<file path="src/rtl/fetch.sv">
// IF stage: holds the PC, drives the instruction-memory address and registers the IF/ID bundle.
// Redirects on rti/flush, and enters the interrupt vector from RUN while saving the return PC in epc.
module fetch #(
  parameter logic [31:0] RESET_PC   = 32'h0000_0000,
  parameter logic [31:0] INT_VECTOR = 32'h0000_0100,
  parameter logic [31:0] NOP_INSTR  = 32'h0000_0013
) (
  input  logic        clk,
  input  logic        rst_n,
  input  logic        hazard,
  input  logic        stall_mem,
  input  logic        flush,
  input  logic [31:0] branch_target,
  input  logic        rti,
  input  logic        int_req,
  output logic [31:0] imem_addr,
  input  logic [31:0] imem_rdata,
  output logic [31:0] instruction,
  output logic [31:0] curr_pc,
  output logic [31:0] next_pc,
  output logic        int_ack,
  output logic        in_isr,
  output logic [31:0] epc
);

  typedef enum logic {RUN, ISR} state_t;

  state_t      state;
  logic [31:0] pc;
  logic [31:0] pc_plus4;
  logic        int_pending;
  logic        entry;

  assign pc_plus4  = pc + 32'd4;
  assign imem_addr = pc;
  assign in_isr    = (state == ISR);

  // Entry yields to stall and to both redirects, but beats hazard: the IF instruction never issued.
  assign entry   = int_pending && (state == RUN) && !stall_mem && !rti && !flush;
  assign int_ack = entry;

  always_ff @(posedge clk or negedge rst_n) begin
    if (!rst_n) begin
      pc          <= RESET_PC;
      instruction <= NOP_INSTR;
      curr_pc     <= 32'd0;
      next_pc     <= 32'd0;
      epc         <= RESET_PC;
      state       <= RUN;
      int_pending <= 1'b0;
    end else begin
      // A request still asserted in the entry cycle stays pending for after the rti.
      int_pending <= int_req | (int_pending & ~entry);
      if (!stall_mem) begin
        if (rti) begin
          pc          <= {epc[31:2], 2'b00};
          instruction <= NOP_INSTR;
          curr_pc     <= 32'd0;
          next_pc     <= 32'd0;
          state       <= RUN;
        end else if (flush) begin
          pc          <= {branch_target[31:2], 2'b00};
          instruction <= NOP_INSTR;
          curr_pc     <= 32'd0;
          next_pc     <= 32'd0;
        end else if (entry) begin
          epc         <= pc;
          pc          <= INT_VECTOR;
          instruction <= NOP_INSTR;
          curr_pc     <= 32'd0;
          next_pc     <= 32'd0;
          state       <= ISR;
        end else if (!hazard) begin
          pc          <= pc_plus4;
          instruction <= imem_rdata;
          curr_pc     <= pc;
          next_pc     <= pc_plus4;
        end
      end
    end
  end

endmodule
</file>
<file path="config.mk">
export PLATFORM = sky130hd
export DESIGN_NAME = fetch
export DESIGN_NICKNAME = d
export VERILOG_FILES = /design/src/rtl/fetch.sv
export SDC_FILE = /design/constraint.sdc
export NUM_CORES = 1
export LEC_CHECK = 0
export ABC_AREA = 1
export ABC_CLOCK_PERIOD_IN_PS = 2050
export CAP_MARGIN = 0
export CORE_MARGIN = 4
export CORE_UTILIZATION = 46
export DETAILED_ROUTE_END_ITERATION = 7
export HOLD_SLACK_MARGIN = 0.1
export PLACE_DENSITY_LB_ADDON = 0.12
export SYNTH_ARGS = -nofsm -noshare
export SYNTH_HDL_FRONTEND = slang
export SYNTH_SLANG_ARGS = --single-unit
</file>
<file path="constraint.sdc">
create_clock -name clk -period 2.05 [get_ports clk]
set_input_delay 0.41 -clock clk [delete_from_list [all_inputs] [get_ports clk]]
set_output_delay 0.41 -clock clk [all_outputs]
set_load 0.01 [all_outputs]
</file>
==> out/qor.txt <==
Outcome -> finished, final reports clean
CP max stage cell -> dfrtp_1
# IOs -> 233
CTS tree -> done
Top cells by area, synth -> dfrtp_1, nand2_1, o21ai_0
Vias in the first global route -> 6625
Initial antenna violation count -> 1
Multi-input logic area -> 2650 um2
Final ANT Viol Nets -> 0
GPL Wtd Cong -> 0.844
Critical path class -> reg -> out
Share of layout cells above drive strength 1 -> 0.0781
Worst path required time -> 1.64 ns
Worst-Skew Late Latency -> 0.43 ns
Core ar. -> 15200 um2
Mux cell area share after synthesis -> 0
Placed cells -> 1320
Clock Skews -> 0.00907 ns
Root Buffer -> clkbuf_16
Max-Cap Viols -> 0
Fin nets -> 1224
Clk slew on worst S/H paths -> 0.06 ns
Setup Fix Bufs, Post-CTS -> 0
Critical path arrival -> 1.55 ns
Max Slew Vio Count -> 0
Die width -> 133 um
Power Density -> 955 nW/um2
CP Max Fanout -> 3
Post-Synth XOR/XNOR Area -> 0.00123
Yosys top cell area share -> 0.532
Post-route worst setup slack -> 0.0893 ns
DRT Pass-1 Iters -> 5
Final wirelength -> 21600 um
Storage element area -> 3880 um2
Library cells used by synthesis -> 31
CTS Buf Count -> 17
Die Y -> 133 um
CP top delay family -> simple AND/OR/NAND/NOR gates
Yosys warning total -> 0
Non-Filler Instances -> 1354
Crit path buffers/inverters -> 1
Crit path time final -> 1.96 ns
Die ar. -> 17600 um2
DRC -> 0
Post-synth top area cell -> dfrtp_1
Worst Setup End Kind -> output pin
Fin crit share -> 0.956
Peak Freq -> 510 MHz
Worst-path cell chain -> nor2_1 > nand2_1 > nor2_4 > dlygate4sd2_1
Final core utilization -> 0.691
Avg Cell Area, Syn -> 7.87 um2
Largest net degree at the start of global routing -> 55
H-tree Lvls -> 4
Leak -> 4.98 nW
HPWL after DPL -> 15700 um
Dominant combinational cell family by area after synthesis -> simple AND/OR/NAND/NOR gates
First-pass GRT wire length -> 34900 um
Post-Syn Instances -> 908
EDFF count, synth -> 0
Post-Synth Adder-Cell Area -> 0.00175
Maximum VDD drop -> 0.622 mV
Max incr delay on CP -> 0.39 ns
Synth-to-Final Area Change -> 47.0%
Post-synthesis register bit count -> 155
Post-place setup slack -> -0.200 ns
DR vias -> 6800
Via-to-Cell Ratio -> 5.02
Measured slew at the worst slew-check pin -> 0.559 ns
Num rows -> 45
DR WL/cell -> 15.9 um
I/O Buffers -> 226
Total GRT Usage -> 0.249
Hold Path Class -> reg -> reg
Post-synth ARST share -> 1.00
Gr ovfl total -> 0
Final setup fails -> 0
Clk sink count -> 155
Starting Density -> 0.470
# fillers -> 1259
Critical Path Source Type -> flip-flop
DR iter-0 viols -> 402
Synth Flop Type -> dfrtp_1
Final hold violation count -> 0
Post-synthesis simple-gate area fraction -> 0.250
CTS max path bufs -> 2
Seq/Total Area, Yosys -> 0.543
Complex-gate fraction of the synthesized area -> 0.113
Rel. slew slack -> 0.627
RSZ-0062 raised after global routing -> no
Mapped Area -> 7150 um2
## where the power goes
part | switching [W] | internal, W
clock | 0.00129 | 0.00220
combinational | 0.00129 | 0.00133
sequential | 0.000399 | 0.00353
total | 0.00298 | 0.00706
## sequential cells by signal, indices dropped and copies added (netlist names)
register,flops
instruction,32
curr_pc,31
epc,30
imem_addr,30
next_pc,30
in_isr,1
int_pending,1
## cells in the final DEF, fill, tap and decap left out, drive strengths merged
cell,netlist,routed
nand3b,2,2
and2,2,2
nand3,51,51
o21a,12,12
bufinv,0,5
nor3,1,1
o21bai,1,1
dfstp,3,3
o211ai,1,1
ha,1,1
diode,0,1
clkbuf,7,18
nand2,340,340
o22a,3,3
a21oi,5,5
dlygate4sd3,0,1
a22oi,1,1
nor2,50,50
dfrtp,152,152
xor2,1,1
buf,38,41
conb,1,4
inv,110,111
clkinv,0,5
clkinvlp,0,3
a31oi,2,2
dlygate4sd2,0,1
clkdlybuf4s50,0,224
o22ai,8,8
o21ai,116,116
## synth_stat cells (4+ instances only)
master and instances:
buf_4 8, a21oi_1 4, dfrtp_1 152, o21a_1 12, nor2_2 4, nand3_1 51, inv_1 107, buf_2 28
clkbuf_1 7, o22ai_1 8, nor2_1 44, o21ai_0 106, o21ai_1 10, nand2_1 337
## kinds of logic after synthesis
family                   count (synthesis)
AND/OR/NAND/NOR                        446
buffers and inverters                  155
flip-flops                             155
AO/OA/AOI/OAI                          149
XOR/XNOR                                 1
adder cells (fa/ha/maj)                  1
other                                    1
## routing by layer
metal	up-vias	wire (um)	part of all wire	GRT usage
met5	-	0	0	0
met1	3195	9730	0.45	0.344
met3	32	1670	0.077	0.0681
li1	3322	-	-	-
met4	0	459	0.021	0.0855
met2	251	9720	0.45	0.381
## worst paths after layout
kind                                          start                        end  slack, ns  cells after the start
min in group asynchronous                     rst_n        epc[25]$_DFFE_PN0P_       0.51                      2
hold reg to reg              curr_pc[4]$_DFFE_PN0P_     curr_pc[4]$_DFFE_PN0P_       0.48                      2
setup reg to reg           imem_addr[3]$_DFFE_PN0P_  imem_addr[17]$_DFFE_PN0P_       0.20                     10
hold / removal               curr_pc[4]$_DFFE_PN0P_     curr_pc[4]$_DFFE_PN0P_       0.48                      2
max in group asynchronous                     rst_n    curr_pc[19]$_DFFE_PN0P_       0.88                      3
setup / recovery                 in_isr$_DFFE_PN0P_                    int_ack       0.09                      4
## metrics by stage
stage | setup TNS, ns | hold WS, ns | instance area (um2) | total power, W
floorplan | 0 | 0.114 | 7160 | 0.00502
CTS | 0 | 0.481 | 10500 | 0.0101
finish | 0 | 0.477 | 10500 | 0.0100
detailed placement | -7.70 | 0.412 | 9840 | 0.00659
global placement | -6.62 | 0.409 | 9840 | 0.00656
global route | 0 | 0.500 | 10500 | 0.0105
## worst reg2reg max path: stages (launching register included)
cell and delay (ns):
dfrtp_1 0.36, buf_4 0.16, nand2_1 0.06, nor2_1 0.18, nand2_1 0.25, nor2_2 0.32
nand2_1 0.09, nand3_1 0.09, nand2_1 0.07, o21ai_1 0.13, inv_1 0.05
## timing repair
item	4_1_cts	5_1_grt
endpoints found under the hold margin	47	0
pin swaps	0	0
endpoints found under the setup margin	1	2
resized for setup	1	1
gates cloned	0	0
hold buffers	1	0
## final cells by class
class / count / area share
clock buffer: 18 / 0.0418
tap: 188 / 0.0224
multi-input combinational: 601 / 0.252
antenna: 1 / 0.000238
sequential: 155 / 0.369
clock inverter: 14 / 0.0207
inverter: 110 / 0.0393
timing repair buffer: 267 / 0.254
No activity file was read; power rests on OpenSTA's default activity.
